`src/rtl/vga_timing_gen.sv`:
```
// vga_timing_gen: raster position, sync/blank strobes, frame-start pulse and
// frame counter for the pixel pipeline. Advances one pixel per clock with
// pix_en high. Every output is registered and computed from the next counter
// values, so sync/blank stay cycle-aligned with hcount/vcount.
// Both H_TOTAL and V_TOTAL must not exceed 2048 (11-bit counters).
module vga_timing_gen #(
    parameter int H_ACTIVE        = 640,
    parameter int H_FP            = 16,
    parameter int H_SYNC          = 96,
    parameter int H_BP            = 48,
    parameter int V_ACTIVE        = 480,
    parameter int V_FP            = 10,
    parameter int V_SYNC          = 2,
    parameter int V_BP            = 33,
    parameter bit SYNC_ACTIVE_LOW = 1'b1
) (
    input  logic        clk,
    input  logic        rst,          // asynchronous, active-low
    input  logic        pix_en,
    output logic [10:0] hcount,
    output logic [10:0] vcount,
    output logic        hsync,
    output logic        vsync,
    output logic        hblnk,
    output logic        vblnk,
    output logic        blank,
    output logic        frame_start,
    output logic [15:0] frame_cnt
);

    localparam int H_TOTAL = H_ACTIVE + H_FP + H_SYNC + H_BP;
    localparam int V_TOTAL = V_ACTIVE + V_FP + V_SYNC + V_BP;

    localparam logic [10:0] H_LAST = 11'(H_TOTAL - 1);
    localparam logic [10:0] V_LAST = 11'(V_TOTAL - 1);

    // Boundaries held one bit wider so an end value of 2048 does not wrap.
    localparam logic [11:0] H_BLANK_START = 12'(H_ACTIVE);
    localparam logic [11:0] H_SYNC_START  = 12'(H_ACTIVE + H_FP);
    localparam logic [11:0] H_SYNC_STOP   = 12'(H_ACTIVE + H_FP + H_SYNC);
    localparam logic [11:0] V_BLANK_START = 12'(V_ACTIVE);
    localparam logic [11:0] V_SYNC_START  = 12'(V_ACTIVE + V_FP);
    localparam logic [11:0] V_SYNC_STOP   = 12'(V_ACTIVE + V_FP + V_SYNC);

    localparam logic SYNC_ON  = SYNC_ACTIVE_LOW ? 1'b0 : 1'b1;
    localparam logic SYNC_OFF = SYNC_ACTIVE_LOW ? 1'b1 : 1'b0;

    typedef struct packed {
        logic [10:0] hcount;
        logic [10:0] vcount;
        logic        hsync;
        logic        vsync;
        logic        hblnk;
        logic        vblnk;
        logic        blank;
        logic        frame_start;
        logic [15:0] frame_cnt;
    } timing_t;

    localparam timing_t RESET_STATE = '{
        hcount:      11'd0,
        vcount:      11'd0,
        hsync:       SYNC_OFF,
        vsync:       SYNC_OFF,
        hblnk:       1'b0,
        vblnk:       1'b0,
        blank:       1'b0,
        frame_start: 1'b0,
        frame_cnt:   16'd0
    };

    timing_t state_q;
    timing_t state_d;
    logic    h_wrap;
    logic    v_wrap;
    logic    hblnk_d;
    logic    vblnk_d;

    assign h_wrap = (state_q.hcount == H_LAST);
    assign v_wrap = (state_q.vcount == V_LAST);

    // Next position and the strobes decoded from that next position.
    always_comb begin
        // NOTE: every field gets a default (hold) before any branch, so no latch is inferred.
        state_d             = state_q;
        state_d.frame_start = 1'b0;
        hblnk_d             = state_q.hblnk;
        vblnk_d             = state_q.vblnk;
        if (pix_en) begin
            state_d.hcount = h_wrap ? 11'd0 : state_q.hcount + 11'd1;
            if (h_wrap) begin
                state_d.vcount = v_wrap ? 11'd0 : state_q.vcount + 11'd1;
            end

            hblnk_d = ({1'b0, state_d.hcount} >= H_BLANK_START);
            vblnk_d = ({1'b0, state_d.vcount} >= V_BLANK_START);

            state_d.hsync = ({1'b0, state_d.hcount} >= H_SYNC_START &&
                             {1'b0, state_d.hcount} <  H_SYNC_STOP) ? SYNC_ON : SYNC_OFF;
            // vsync follows vcount alone; it is not gated by the line position.
            state_d.vsync = ({1'b0, state_d.vcount} >= V_SYNC_START &&
                             {1'b0, state_d.vcount} <  V_SYNC_STOP) ? SYNC_ON : SYNC_OFF;

            state_d.hblnk = hblnk_d;
            state_d.vblnk = vblnk_d;
            state_d.blank = hblnk_d | vblnk_d;

            // Frame wrap: last pixel of the last line steps back to (0,0).
            state_d.frame_start = h_wrap & v_wrap;
            if (h_wrap && v_wrap) begin
                state_d.frame_cnt = state_q.frame_cnt + 16'd1;
            end
        end
    end

    // Output register bank with asynchronous return to the reset state.
    always_ff @(posedge clk or negedge rst) begin
        // NOTE: sequential state uses non-blocking assignment so all fields update together at the edge.
        if (!rst) begin
            state_q <= RESET_STATE;
        end else begin
            state_q <= state_d;
        end
    end

    assign hcount      = state_q.hcount;
    assign vcount      = state_q.vcount;
    assign hsync       = state_q.hsync;
    assign vsync       = state_q.vsync;
    assign hblnk       = state_q.hblnk;
    assign vblnk       = state_q.vblnk;
    assign blank       = state_q.blank;
    assign frame_start = state_q.frame_start;
    assign frame_cnt   = state_q.frame_cnt;

endmodule
```
`config.mk`:
```
export PLATFORM = sky130hd
export DESIGN_NAME = vga_timing_gen
export DESIGN_NICKNAME = d
export VERILOG_FILES = /design/src/rtl/vga_timing_gen.sv
export SDC_FILE = /design/constraint.sdc
export NUM_CORES = 1
export LEC_CHECK = 0
export BUFFER_PORTS_ARGS = -buffer_cell sky130_fd_sc_hd__buf_2
export CORE_UTILIZATION = 50
export DETAILED_ROUTE_END_ITERATION = 6
export GPL_ROUTABILITY_DRIVEN = 0
export PLACE_DENSITY_LB_ADDON = 0.15
export SETUP_SLACK_MARGIN = 0.1
export SYNTH_ARGS = -nofsm -noshare
export SYNTH_HDL_FRONTEND = slang
export SYNTH_SLANG_ARGS = --single-unit
```
`constraint.sdc`:
```
create_clock -name clk -period 2.35 [get_ports clk]
set_clock_uncertainty 0.1 [all_clocks]
set_input_delay 0.1175 -clock clk [delete_from_list [all_inputs] [get_ports clk]]
set_output_delay 0.1175 -clock clk [all_outputs]
set_load 0.005 [all_outputs]
```
==> summary.md <==
| Metric | Value |
|---|---|
| Placeable Area | `4786 um^2` |
| Number of enable flip-flop cells after synthesis | `0` |
| Arrival time worst endpoint | `about 2300 ps` |
| Global-route wire length before repair | `a little over 9000 um` |
| Psw | `617.4 uW` |
| Max-cap viol count | `0` |
| RSZ-0062 raised after global routing | `true` |
| FP Rows | `25` |
| Die width | `about 73 um` |
| Layout cells sized above 1 | `between 30% and 40%` |
| #FFs+latches synth | `44` |
| CP Launch Type | `register` |
| WL final | `between 5000 and 6000 um` |
| Main synth FF type | `dfrtp_1` |
| Largest net degree at the start of global routing | `between 40 and 50` |
| IO Pins | `47` |
| Nets | `332` |
| Net Count, Synth | `270` |
| Area contributors post-synth | `dfrtp_1 (42%), nand2_1 (5.6%), xnor2_1 (4.5%), xor2_1 (4.2%), nor2_1 (3.4%)` |
| Final hold viol count | `0` |
| Inserted Clock Buffers | `5` |
| Crit-path max cell delay | `approximately 650 ps` |
| Yosys warning count | `0` |
| Largest family of logic cells by synthesized area | `simple AND/OR/NAND/NOR gates` |
| Clock Power Share | `about 28%` |
| Clock Latency Late Sink | `290 ps` |
| Area after DPL | `2920 um^2` |
| Yosys top cell by area | `dfrtp_1` |
| GR Overflow Total | `0` |
| Total Power | `~2000 uW` |
| CTS Root Cell | `clkbuf_8` |
| Synth top cells by count | `dfrtp_1 (42), nand2_1 (38), nor2_1 (23)` |
| Asr flop ratio synth | `100.0%` |
| Gate power share | `between 20% and 30%` |
| Post-DP HPWL | `just under 4000 um` |
| Total number of vias | `between 2000 and 2500` |
| H-tree depth | `2` |
| Design Area, Final | `around 3000 um^2` |
| Actual slew at the worst max-slew pin | `557.2 ps` |
| Initial antenna violation count | `0` |
| Fin crit share | `between 90 and 100%` |
| Worst-path clk slew | `90 ps` |
| Adder-Cell Fraction of Synth Area | `under 10%` |
| Critical Path RT | `2470 ps` |
| Die area | `around 5300 um^2` |
| Final worst path period need | `2168 ps` |
| CP max FO | `8` |
| Switching Share | `a little under a third` |
| Inst Count DP | `roughly 380` |
| Post-Synth XOR/XNOR Area | `8.659%` |
| Cell Chain, Critical Path | `and4_1, and2_1, or4b_2, a21oi_1, nor3b_1, a31oi_1` |
| Crit Path Class | `reg -> reg` |
| GRT Total Usage | `between 20 and 25%` |
| DRT iter0 DRCs | `just under 90` |
| Max Fclk | `about 460 MHz` |
| Worst VDD drop | `0.4706 mV` |
| Synthesized instance count | `between 200 and 300` |
| Crit-path slowest cell | `or4b_2` |
| TNS Setup | `0 ps` |
| Compound-Gate Fraction of Synth Area | `between 10% and 20%` |
| Starting Density | `52.84%` |
| Antenna cells | `0` |
| Drt drc | `0` |
| Internal power | `around 1400 uW` |
| PD cells | `656.2 nW/um^2` |
| Sequential area share after synthesis | `a little over two fifths` |
| Clock Sinks | `44` |
| Vias in the first global route | `between 1500 and 2000` |
| Final cell count without fillers | `~390` |
| Post-Syn Area | `around 2500 um^2` |
| Area fraction of the dominant cell type after synthesis | `about two fifths` |
| Critical Path Sink Type | `register` |
| Post-synthesis cell type count | `53` |
| Vias per cell | `5.499` |
| Cell with the most instances after synthesis | `dfrtp_1` |
| Die Span Y | `73.12 um` |
| DR pass1 iterations | `4` |
| Area grow syn2layout | `20.93%` |
| Slew headroom | `between 60% and 70%` |
| CTS tree | `built` |
| Mux contribution to synthesized area | `around 1.2%` |
| Leak pwr | `between 0.001 and 0.0015 uW` |
| Synth Area in Simple Gates | `about 30%` |
| Worst min path class | `in -> reg` |
| Slew Limit Fails | `0` |
| Flop pwr share | `a little under half` |
| Port bufs | `46` |
| Status | `completed` |
| Clk buf depth | `2` |
| Antenna-violating nets left | `0` |
| Final setup violation count | `0` |
| Mean Syn Cell Area | `~9.6 um^2` |
| Filler Cell Count | `between 400 and 500` |
| Drt wl/cell | `about 14 um` |
## cells in the final DEF (no fill, tap or decap), drive strengths merged, types with 5 or more instances in the layout
cell type   n
a21oi      12
nand3      16
inv         5
nand2      38
and2        5
dfrtp      42
a31oi       5
nor3        7
clkbuf      6
and4        5
xor2       12
nor2       23
buf        66
and3        6
xnor2      13
o21ai      15
nand4       5
## stage by stage
stage	setup slack (ps)	hold WS [ps]	util, %
3_3_place_gp	166.0	131.9	61.02
4_1_cts	106.0	154.0	63.48
3_5_place_dp	108.8	134.2	61.02
5_1_grt	52.94	184.6	63.90
2_1_floorplan	123.3	-278.1	-
6_report	181.6	151.6	63.90
## timing repair
item	4_1_cts	5_1_grt
pin swaps	1	1
hold buffers	1	0
setup endpoints to repair	1	15
hold endpoints to repair	42	0
setup buffers	0	1
gates resized for setup	0	7
## routing by layer
metal	vias up	global-route usage [%]	part of all wire, %
met3	7	3.591	4.8
li1	1053	-	-
met1	1043	32.95	49
met4	0	8.497	1.4
met2	58	34.36	45
met5	-	0	0
## logic make-up (layout without fill, tap and decap cells)
logic type,Yosys count,in the layout
adders and majority gates,4,4
AOI/OAI and AO/OA,45,45
muxes,3,3
buffers and inverters,17,80
xor gates and xnor gates,25,25
and+or+nand+nor,125,125
DFF,44,44
## final cells by class
class	instances	area (um^2)	area share [%]
timing repair buffer	67	390.4	12.77
tap	67	83.83	2.741
clock buffer	6	72.57	2.373
sequential	44	1107	36.21
clock inverter	2	35.03	1.146
multi-input combinational	202	1350	44.15
inverter	5	18.77	0.6137
## power groups by stage
stage | clock (uW) | sequential (uW) | combinational, uW
final | 569 | 946 | 491
after global routing | 627 | 959 | 553
after CTS | 585 | 945 | 488
after detailed placement | 0 | 958 | 485
after global placement | 0 | 954 | 477
after floorplan | 0 | 944 | 304
## critical path: cells and delay by family, from the launching register on
kind            cells  cell delay [ps]
compound gates      2              340
simple gates        4             1200
flops               1              460
## flip-flops by register name, summed over array words and instances, names as in the netlist
name,flops
frame_cnt,16
hcount,11
vcount,11
blank,1
frame_start,1
hblnk,1
hsync,1
vblnk,1
vsync,1
## final timing paths
path	start	to	slack [ps]	cells after the start
max in group asynchronous	rst	vcount[6]	1420	3
worst min register to register	frame_cnt[15]	frame_cnt[15]	370	1
worst min-delay path	pix_en	hcount[9]	150	4
min in group asynchronous	rst	frame_cnt[15]	320	3
worst max register to register	hcount[2]	hsync	180	6
worst max-delay path	hcount[2]	hsync	180	6
No activity file was read; power rests on OpenSTA's default activity.
